`config.mk`:
```
export PLATFORM = sky130hd
export DESIGN_NAME = uart_rx_frontend
export DESIGN_NICKNAME = d
export VERILOG_FILES = /design/src/rtl/uart_pkg.sv /design/src/rtl/uart_baud_tick.sv /design/src/rtl/uart_rx_frontend.sv
export SDC_FILE = /design/constraint.sdc
export NUM_CORES = 1
export LEC_CHECK = 0
export CAP_MARGIN = 20
export CORE_MARGIN = 8
export CORE_UTILIZATION = 55
export DETAILED_ROUTE_END_ITERATION = 12
export PLACE_DENSITY = 0.78
export SYNTH_ARGS = -nofsm -noshare
export SYNTH_HDL_FRONTEND = slang
export SYNTH_SLANG_ARGS = --single-unit
export TNS_END_PERCENT = 1
```
`constraint.sdc`:
```
create_clock -name CLOCK_50 -period 4.31 [get_ports CLOCK_50]
set_input_delay 0.862 -clock CLOCK_50 [delete_from_list [all_inputs] [get_ports CLOCK_50]]
set_output_delay 0.862 -clock CLOCK_50 [all_outputs]
set_load 0.1 [all_outputs]
```
`src/rtl/uart_pkg.sv`:
```
// rtl/uart_pkg.sv - shared UART types, defaults and baud divider helper
package uart_pkg;

  typedef enum logic [1:0] {IDLE, START, DATA, STOP} rx_state_t;

  localparam int DEFAULT_BAUD       = 115200;
  localparam int DEFAULT_OVERSAMPLE = 16;

  // Rounded clocks-per-sample-tick divider.
  function automatic int uart_div(input int clk_hz, input int baud, input int oversample);
    int step;
    step = baud * oversample;
    return (clk_hz + step / 2) / step;
  endfunction

endpackage

```
`src/rtl/uart_baud_tick.sv`:
```
// rtl/uart_baud_tick.sv - free-running divider emitting a one-cycle oversample tick
module uart_baud_tick #(
  parameter int DIV = 27
) (
  input  logic CLOCK_50,
  input  logic reset_n,
  output logic tick
);

  localparam int CW = (DIV > 1) ? $clog2(DIV) : 1;
  localparam logic [CW-1:0] LAST = CW'(DIV - 1);

  logic [CW-1:0] cnt;

  always_ff @(posedge CLOCK_50 or negedge reset_n) begin
    if (!reset_n) begin
      cnt <= '0;
    end else if (cnt == LAST) begin
      cnt <= '0;
    end else begin
      cnt <= cnt + 1'b1;
    end
  end

  assign tick = (cnt == LAST);

endmodule

```
`src/rtl/uart_rx_frontend.sv`:
```
// rtl/uart_rx_frontend.sv - oversampling 8N1 UART receiver with valid/ready output and sticky errors
module uart_rx_frontend
  import uart_pkg::*;
#(
  parameter int CLK_HZ     = 50_000_000,
  parameter int BAUD       = DEFAULT_BAUD,
  parameter int OVERSAMPLE = DEFAULT_OVERSAMPLE,
  parameter int DATA_BITS  = 8
) (
  input  logic                 CLOCK_50,
  input  logic                 reset_n,
  input  logic                 rxd,
  output logic [DATA_BITS-1:0] rx_data,
  output logic                 rx_valid,
  input  logic                 rx_ready,
  output logic                 frame_err,
  output logic                 overrun_err,
  input  logic                 err_clear,
  output logic                 busy
);

  localparam int DIV = uart_div(CLK_HZ, BAUD, OVERSAMPLE);
  localparam int SW  = $clog2(OVERSAMPLE);
  localparam int BW  = $clog2(DATA_BITS);
  localparam logic [SW-1:0] HALF_S = SW'(OVERSAMPLE / 2 - 1);
  localparam logic [SW-1:0] LAST_S = SW'(OVERSAMPLE - 1);
  localparam logic [BW-1:0] LAST_B = BW'(DATA_BITS - 1);

  logic                 tick;
  logic                 sync1, sync2;
  logic [1:0]           hist;
  logic                 line_now, line_q;
  logic [1:0]           fill;
  logic                 armed;
  rx_state_t            state, state_n;
  logic [SW-1:0]        scnt;
  logic [BW-1:0]        bcnt;
  logic [DATA_BITS-1:0] shreg;
  logic                 brk;
  logic                 scnt_clr, scnt_inc, shift_en, bcnt_clr, bcnt_inc;
  logic                 load, ferr_set, brk_set, brk_clr;
  logic                 xfer, ovr_set;

  uart_baud_tick #(.DIV(DIV)) u_tick (
    .CLOCK_50 (CLOCK_50),
    .reset_n  (reset_n),
    .tick     (tick)
  );

  // Majority of the two previous samples and the current synchronized one.
  assign line_now = (hist[1] & hist[0]) | (hist[1] & sync2) | (hist[0] & sync2);

  always_ff @(posedge CLOCK_50 or negedge reset_n) begin
    if (!reset_n) begin
      sync1  <= 1'b1;
      sync2  <= 1'b1;
      hist   <= 2'b11;
      line_q <= 1'b1;
      fill   <= 2'd0;
      armed  <= 1'b0;
    end else begin
      sync1 <= rxd;
      sync2 <= sync1;
      if (tick) begin
        hist   <= {hist[0], sync2};
        line_q <= line_now;
        if (fill != 2'd3) fill <= fill + 2'd1;
        // Only accept start edges once real idle has been seen after reset.
        if (fill == 2'd3 && line_now) armed <= 1'b1;
      end
    end
  end

  always_comb begin
    state_n  = state;
    scnt_clr = 1'b0;
    scnt_inc = 1'b0;
    shift_en = 1'b0;
    bcnt_clr = 1'b0;
    bcnt_inc = 1'b0;
    load     = 1'b0;
    ferr_set = 1'b0;
    brk_set  = 1'b0;
    brk_clr  = 1'b0;
    if (tick) begin
      case (state)
        IDLE: begin
          if (armed && line_q && !line_now) begin
            state_n  = START;
            scnt_clr = 1'b1;
          end
        end
        START: begin
          if (scnt == HALF_S) begin
            scnt_clr = 1'b1;
            if (!line_now) begin
              state_n  = DATA;
              bcnt_clr = 1'b1;
            end else begin
              state_n = IDLE;
            end
          end else begin
            scnt_inc = 1'b1;
          end
        end
        DATA: begin
          if (scnt == LAST_S) begin
            scnt_clr = 1'b1;
            shift_en = 1'b1;
            if (bcnt == LAST_B) begin
              state_n  = STOP;
              bcnt_clr = 1'b1;
            end else begin
              bcnt_inc = 1'b1;
            end
          end else begin
            scnt_inc = 1'b1;
          end
        end
        STOP: begin
          if (brk) begin
            if (line_now) begin
              state_n = IDLE;
              brk_clr = 1'b1;
            end
          end else if (scnt == LAST_S) begin
            scnt_clr = 1'b1;
            if (line_now) begin
              load    = 1'b1;
              state_n = IDLE;
            end else begin
              ferr_set = 1'b1;
              brk_set  = 1'b1;
            end
          end else begin
            scnt_inc = 1'b1;
          end
        end
        default: state_n = IDLE;
      endcase
    end
  end

  assign xfer    = rx_valid && rx_ready;
  assign ovr_set = load && rx_valid && !xfer;
  assign busy    = (state != IDLE);

  always_ff @(posedge CLOCK_50 or negedge reset_n) begin
    if (!reset_n) begin
      state       <= IDLE;
      scnt        <= '0;
      bcnt        <= '0;
      shreg       <= '0;
      brk         <= 1'b0;
      rx_data     <= '0;
      rx_valid    <= 1'b0;
      frame_err   <= 1'b0;
      overrun_err <= 1'b0;
    end else begin
      state <= state_n;
      if (scnt_clr)      scnt <= '0;
      else if (scnt_inc) scnt <= scnt + 1'b1;
      if (bcnt_clr)      bcnt <= '0;
      else if (bcnt_inc) bcnt <= bcnt + 1'b1;
      if (shift_en) shreg <= {line_now, shreg[DATA_BITS-1:1]};
      if (brk_set)      brk <= 1'b1;
      else if (brk_clr) brk <= 1'b0;
      if (load && (!rx_valid || xfer)) begin
        rx_data  <= shreg;
        rx_valid <= 1'b1;
      end else if (xfer) begin
        rx_valid <= 1'b0;
      end
      if (ferr_set)       frame_err <= 1'b1;
      else if (err_clear) frame_err <= 1'b0;
      if (ovr_set)        overrun_err <= 1'b1;
      else if (err_clear) overrun_err <= 1'b0;
    end
  end

endmodule

```
# After elaboration in Yosys (flattened, before gate mapping)

Cells that the tools add are included.

Register bits: 42
Memory bits (read-only): 0
Memories: 0
RAM bits: 0
Latch bits: 0
Word-level logic and storage cells: 117
Bits of input ports: 5
Output and inout bits: 12

Add/subtract/negate cells: 4
Divide/modulo/power cells: 0
Mux-type cells: 56
Equality and inequality tests: 14
Bitwise gates (word level): 5
Reductions and logical operators: 22
Magnitude comparators: 0
Multiply operators: 0
Shift-type cells: 0

Operator list:

| operator                                            | count |
|---|---|
| two-way mux 1 bit                                   | 39 |
| two-way mux 2 bit                                   | 8 |
| nonzero test 2 bit                                  | 7 |
| != test 2 bit, second input constant                | 5 |
| two-way mux 4 bit                                   | 2 |
| one-hot mux 2 bit (4 select lines)                  | 1 |
| logical AND 1 bit                                   | 7 |
| equality test 2 bit, second input constant          | 3 |
| two-way mux 3 bit                                   | 2 |
| AND reduction 6 bit                                 | 1 |
| adder 5 x 1 -> 5 bit, second input constant         | 1 |
| equality test 5 bit, second input constant          | 1 |
| two-way mux 5 bit                                   | 1 |
| adder 4 x 1 -> 4 bit, second input constant         | 1 |
| equality test 4 x 3 -> 1 bit, second input constant | 1 |
| equality test 4 bit, second input constant          | 1 |
| one-hot mux 1 bit (4 select lines)                  | 1 |
| AND reduction 2 bit                                 | 2 |
| adder 3 x 1 -> 3 bit, second input constant         | 1 |
| AND 1 bit                                           | 3 |
| equality test 3 bit, second input constant          | 1 |
| logical NOT 1 bit                                   | 3 |
| != test 3 bit, second input constant                | 1 |
| one-hot mux 1 bit (3 select lines)                  | 1 |
| other kinds (6)                                     | 7 |

# Longest topological paths before layout

Gate-level depths: netlist of the first run.

Depth in word-level cells: 11
Depth in mapped cells: 8
Gate-level depth less buffers: 7

# Modules after synthesis

A second synthesis of the first run with hierarchy kept.

Cell total of the unflattened synthesis: 164
Area total of the unflattened synthesis: 2015.7 µm²

By module, submodules not included:

| module           | area an instance (µm²) | instances | cells an instance | sequential area each (µm²) |
|---|---|---|---|---|
| uart_rx_frontend | 1749.2                 | 1         | 140               | 932.1 |
| uart_baud_tick   | 266.5                  | 1         | 24                | 125.1 |

# Least setup slack after synthesis of the first run

No wires, ideal clock.

Kind: reg2reg
Start: register state[0]
End: register with a tool-made name
Setup time: 125 ps
Arrival: 2000 ps
Clock period less this slack: 2124 ps
Cell stages (with the launch flop): 7
Path buffers: 0
Required time: 4185 ps
Setup slack: 2186 ps
Path through: dfrtp_1 > inv_1 > ha_1 > inv_1 > o211ai_1 > nor3_1 > mux2_2

RTL lines:

| item                     | RTL line                | source |
|---|---|---|
| start: declaration       | uart_rx_frontend.sv:35  | `rx_state_t state, state_n;` |
| start signal: assignment | uart_rx_frontend.sv:160 | `state <= state_n;` |

# Final worst setup path of the first run

Start: register state[0]
End: output port busy

Word-level cells in the longest chain between the ends: 1

Ends and longest elaborated chain:

| item               | RTL line                | source |
|---|---|---|
| nonzero test 2 bit | uart_rx_frontend.sv:146 | `assign busy = (state != IDLE);` |
| end: declaration   | uart_rx_frontend.sv:19  | `output logic busy` |

Every way passes these cells.

==> run metrics, run 1 <==
post-route setup slack around 1200 ps; die area approximately 0.0058 mm2; die span in y between 70 and 80 um; Post-synth top cells dfrtp_1 (37), nor2_1 (22), mux2_2 (14), nand2_1 (14), ha_1 (11); Mapped Cells roughly 170; crit path time final between 3000 and 4000 ps; DR pass1 iterations 4; largest net degree at the start of global routing between 40 and 50; Post-Layout Cell Count 236; Syn Nets between 150 and 200; Final Util 0.630; number of global-route vias before repair 1346; register area share after synthesis 0.525; CTS tree built; cell with the most instances after synthesis dfrtp_1; per-cell routed wire length 15.1 um; synth top area cells dfrtp_1 (46%), mux2_2 (7.8%), ha_1 (6.8%); initial drt markers 47; final hold vios 0; Final Cycle Share 0.724; H-tree lvl count 2; GRT overflow 0; setup TNS 0 ps; Max Cap Viol 0; Post-synth EDFFs 0; Post-synth top flop dfrtp_1; Die W about 76 um; Synth Area in Adders 0.0734; crit path DAT around 2300 ps; # rows 22; synth warn 0; Clock transition at path regs 120 ps; final antenna-violating net count 0; Worst Path Max Fanout 4; Post-Syn Area around 0.0020 mm2; post_cts resized 0; final slew viol count 0; Worst Path Required about 3500 ps; DRC 0; clk buf depth 2; Compound-Gate Fraction of Synth Area 0.0889; total CTS buffers 5; Skew-Pair Late Insertion Delay about 350 ps; unique cell type count in the Yosys netlist approximately 40; vias roughly 1300; first-pass GRT wire length just over 6 mm; CP Launch Type flop; Synth Register Bits 42; area leader, netlist dfrtp_1; peak supply drop 0.254 mV; Clock Sinks between 40 and 50; DP Cell Count 228; Via density 5.47; Hold-fix buffers, CTS 0; Final Skew approximately 15 ps; RSZ-0062 raised after global routing no; post-DP HPWL between 2 and 3 mm; maximum clock rate approximately 320 MHz; initial antenna violation count 0; pwr dens approximately 270 mW/mm2; I/O Pins 17; Setup-failing EPs final 0; crit end category output pin; Pleak 0.00104 uW; Post-CTS Setup Bufs 0; fraction of layout cells with a size suffix above 1 0.197; ys async rst share 1.00; Fillers a little under 300; Tightest Pin Transition 997 ps; average size of a mapped cell 12.0 um2; status finished, final reports clean; Initial Utilization 0.562; hold crit path type flop to flop; XOR/XNOR Fraction of Synth Area 0.0305; crit path kind flop to output pin; Place WS 1570 ps; P&R area growth vs syn 12.1%; largest family of logic cells by synthesized area simple AND/OR/NAND/NOR gates; GRT Overall Usage 0.129; mux share of post-synthesis cell area 0.116; # diodes 0; Total Wirelength roughly 3.6 mm; relative slew slack 0.333; Clock Root Buffer clkbuf_4; layout net count 203; Port Buffer Count 16; Simple-Gate Fraction of Synth Area 0.136; Core Region roughly 0.0036 mm2; Synth top area share 0.460; GPL Wtd Cong 0.770
## through the flow
step	power, uW	hold WS, ps	area [um2]
after global placement	418	349	2200
final	599	368	2250
after CTS	606	370	2250
after detailed placement	418	352	2200
after floorplan	407	345	2010
after global routing	618	373	2250
## layout by cell type, fill, tap and decap left out, types with 2 or more instances in the layout
master           Yosys  layout
dfstp_2              5       5
mux2i_1              3       3
nand2_1             14      14
inv_1                9       9
ha_1                11      11
nor2b_1              2       2
nor3_1               2       2
xor2_1               2       2
clkdlybuf4s50_1      0      15
dfrtp_1             37      37
mux2_2              14      14
nand3_1              3       3
xnor2_1              5       5
a22o_1               2       2
a21oi_1              4       4
mux2_1               4       4
nor2_1              22      22
a2111oi_2            2       2
o21ai_0              4       4
clkbuf_4             0       5
## critical path, cell delays in order (launching register included)
cell	delay, ps
dfrtp_1	410
inv_1	110
ha_1	200
inv_1	70
clkdlybuf4s50_1	1130
## path summary, 6_finish.rpt
path	to	from	slack [ps]	cells after the start
worst min-delay path	sync2$_DFF_PN1_	sync1$_DFF_PN1_	370	0
worst min register to register	sync2$_DFF_PN1_	sync1$_DFF_PN1_	370	0
max in group asynchronous	state[0]$_DFFE_PN0P_	reset_n	3140	1
worst max register to register	rx_data[6]$_DFFE_PN0P_	u_tick.cnt[0]$_DFF_PN0_	1980	6
min in group asynchronous	frame_err$_DFFE_PN0P_	reset_n	620	1
worst max-delay path	busy	state[0]$_DFFE_PN0P_	1190	4
## kinds of logic (layout without fill, tap and decap cells)
group,Yosys count,in the layout
XOR/XNOR,7,7
AND/OR/NAND/NOR,51,51
adder cells (fa/ha/maj),12,12
flip-flops,42,42
AO/OA/AOI/OAI,22,22
buffers and inverters,13,33
multiplexers,21,21
## where the power goes
group | switching (uW) | internal [uW] | leakage [uW]
Combinational | 8.85 | 3.63 | 0.000455
Clock | 124 | 64.2 | 0.0000322
Sequential | 1.16 | 397 | 0.000549
Total | 134 | 465 | 0.00104
## registers in the layout, indices dropped and copies added (netlist names), 2 cells and up, named ones only
name        count
shreg           8
hist            2
scnt            4
fill            2
u_tick.cnt      5
rx_data         8
bcnt            3
## layer usage
metal	vias up	GRT usage	part of all wire
met4	0	0.0462	0.013
met1	647	0.137	0.42
met3	5	0.0342	0.030
met2	15	0.237	0.54
met5	-	0	0
li1	624	-	-
## final cells by class
type | instances | area, um2 | share of cell area
clock inverter | 2 | 13.8 | 0.00610
multi-input combinational | 113 | 893 | 0.396
clock buffer | 6 | 41.3 | 0.0183
tap | 48 | 60.1 | 0.0266
timing repair buffer | 16 | 155 | 0.0688
inverter | 9 | 33.8 | 0.0150
sequential | 42 | 1060 | 0.469
No activity file was read; power rests on OpenSTA's default activity.
==> inputs of run 2 (changes only) <==
==> constraint.sdc (replaced) <==
create_clock -name CLOCK_50 -period 3.25 [get_ports CLOCK_50]
set_input_delay 0.65 -clock CLOCK_50 [delete_from_list [all_inputs] [get_ports CLOCK_50]]
set_output_delay 0.65 -clock CLOCK_50 [all_outputs]
set_load 0.1 [all_outputs]
==> run metrics, run 2 (same netlist as run 1, synthesis figures left out) <==
status finished, final reports clean; maximum clock rate approximately 440 MHz; Post-CTS Setup Bufs 0 (unchanged); crit path kind flop to flop; Final Skew 14.4 ps (-0.726 ps); final antenna-violating net count 0 (unchanged); largest net degree at the start of global routing 43 (unchanged); crit path DAT 2520 ps (+260 ps); Post-Layout Cell Count 236 (unchanged); vias 1263 (-2.2%); Largest delay share family, worst path simple AND/OR/NAND/NOR gates; first-pass GRT wire length 6.11 mm (-0.78%); layout net count 203 (unchanged); R2R depth 6 (unchanged); CP max stage cell dfrtp_1; P&R area growth vs syn 10.9%; CTS tree built; GRT overflow 0 (unchanged); Pleak 0.00106 uW (+2.0%); hold crit path type flop to flop; crit path time final 2260 ps; die area 0.00585 mm2 (unchanged); # rows 22 (unchanged); Clock Sinks 42 (unchanged); Hold-fix buffers, CTS 0 (unchanged); critical path, cell by cell inv_1 > ha_1 > nand4b_4 > nor3_2 > and3_1 > mux2_2; Port Buffer Count 16 (unchanged); relative slew slack 0.411 (+0.0784); crit end category flop; post-DP HPWL 2.59 mm (-3.3%); H-tree lvl count 2 (unchanged); initial drt markers 76 (+62%); Setup-failing EPs final 0 (unchanged); I/O Pins 17 (unchanged); worst hold path stage count 0 (unchanged); Via density 5.35 (-2.2%); Largest regs rx_data: 8 flops, shreg: 8 flops, u_tick.cnt: 5 flops; Worst Min Path Start sync1$_DFF_PN1_; R2R Setup Slk 990 ps (-990 ps); RSZ-0062 raised after global routing no; Total Wirelength 3.47 mm (-2.2%); CP Buf/Inv Count 1 (-2); Die W 76.5 um (unchanged); Max Cap Viol 0 (unchanged); pwr dens 363 mW/mm2 (+37%); final hold vios 0 (unchanged); per-cell routed wire length 14.7 um (-2.2%); Tightest Pin Transition 883 ps (-114 ps); Initial Utilization 0.562 (unchanged); fraction of layout cells with a size suffix above 1 0.266 (+0.0691); Skew-Pair Late Insertion Delay 360 ps (about the same); setup TNS 0 ps (unchanged); number of global-route vias before repair 1347 (+0.074%); GRT Overall Usage 0.127 (-0.00175); Worst Path Max Fanout 13 (+9); peak supply drop 0.282 mV (+11%); Clock Root Buffer clkbuf_4; most common cell after layout, fill and taps aside dfrtp_1; commonest non-fill, non-tap cells in the layout dfrtp_1 (37), nor2_1 (22), nand2_1 (14), mux2_2 (14), buf_4 (12); crit-path max cell delay 430 ps (-700 ps); GPL Wtd Cong 0.830 (+7.8%); DRC 0 (unchanged); Core Region 0.00358 mm2 (unchanged); final slew viol count 0 (unchanged); RR Endpoint rx_data[7]$_DFFE_PN0P_; WHS Endpoint sync2$_DFF_PN1_; # diodes 0 (unchanged); post_cts resized 0 (unchanged); DP Cell Count 228 (unchanged); CP Launch Type flop; launch point of the worst reg-to-reg path u_tick.cnt[0]$_DFF_PN0_; Worst Path Required 3510 ps (+60 ps); die span in y 76.5 um (unchanged); total CTS buffers 5 (unchanged); DR pass1 iterations 4 (unchanged); initial antenna violation count 0 (unchanged); clk buf depth 2 (unchanged); Clock transition at path regs 130 ps (about the same); Fillers 292 (-1.0%); Final Cycle Share 0.696
[run 2: cell count changes in the layout (fill, tap and decap cells not counted), sizes merged]
cell,change
buf,+12
clkbuf,-1
clkinvlp,+2
inv,+1
clkdlybuf4s50,-12
clkinv,-2
[run 2: through the flow]
stage | power (uW) | setup WS, ps | utilization | hold slack, ps | cell area (um2)
finish | 810 | 988 | 0.623 | 364 | 2230
global route | 844 | 814 | 0.623 | 369 | 2230
CTS | 824 | 968 | 0.623 | 366 | 2230
detailed placement | 555 | 979 | 0.606 | 348 | 2170
global placement | 555 | 1080 | 0.606 | 348 | 2170
floorplan | 540 | 1130 | - | 345 | 2010
[run 2: routing by layer]
metal	share of wire	wire length, um	global-route usage
met1	0.43	1490	0.139
met2	0.52	1820	0.223
met3	0.029	102	0.0401
met4	0.017	59	0.0481
met5	0	0	0
[run 2: final cells by class]
type                       instances  area, um2  area share
clock buffer                       5       37.5      0.0168
clock inverter                     3       23.8      0.0107
inverter                           9       33.8      0.0151
multi-input combinational        113        893       0.400
sequential                        42       1060       0.474
tap                               48       60.1      0.0269
timing repair buffer              16        125      0.0561
[run 2: worst max-delay path by stage]
stage                                 start                endpoint  slack, ps  depth (start not counted)
floorplan              state[0]$_DFFE_PN0P_                    flop       1130                          6
global placement    u_tick.cnt[0]$_DFF_PN0_  rx_data[6]$_DFFE_PN0P_       1080                          6
detailed placement  u_tick.cnt[0]$_DFF_PN0_  rx_data[7]$_DFFE_PN0P_        980                          6
CTS                 u_tick.cnt[0]$_DFF_PN0_  rx_data[7]$_DFFE_PN0P_        970                          6
global route        u_tick.cnt[0]$_DFF_PN0_  rx_data[4]$_DFFE_PN0P_        810                          6
finish              u_tick.cnt[0]$_DFF_PN0_  rx_data[7]$_DFFE_PN0P_        990                          6
[run 2: worst register-to-register path, delay by kind of cell, from the launching register on]
family / cells / cell delay (ps)
simple gates: 3 / 1070
flops: 1 / 430
mux: 1 / 390
fa+ha+maj: 1 / 230
buf+inv: 1 / 70
[run 2: power by group]
group / internal (uW) / switching (uW) / total (uW) / leakage, uW
sequential: 526 / 1.45 / 528 / 0.000549
clock: 86.6 / 179 / 265 / 0.0000278
combinational: 4.83 / 12.2 / 17.0 / 0.000480
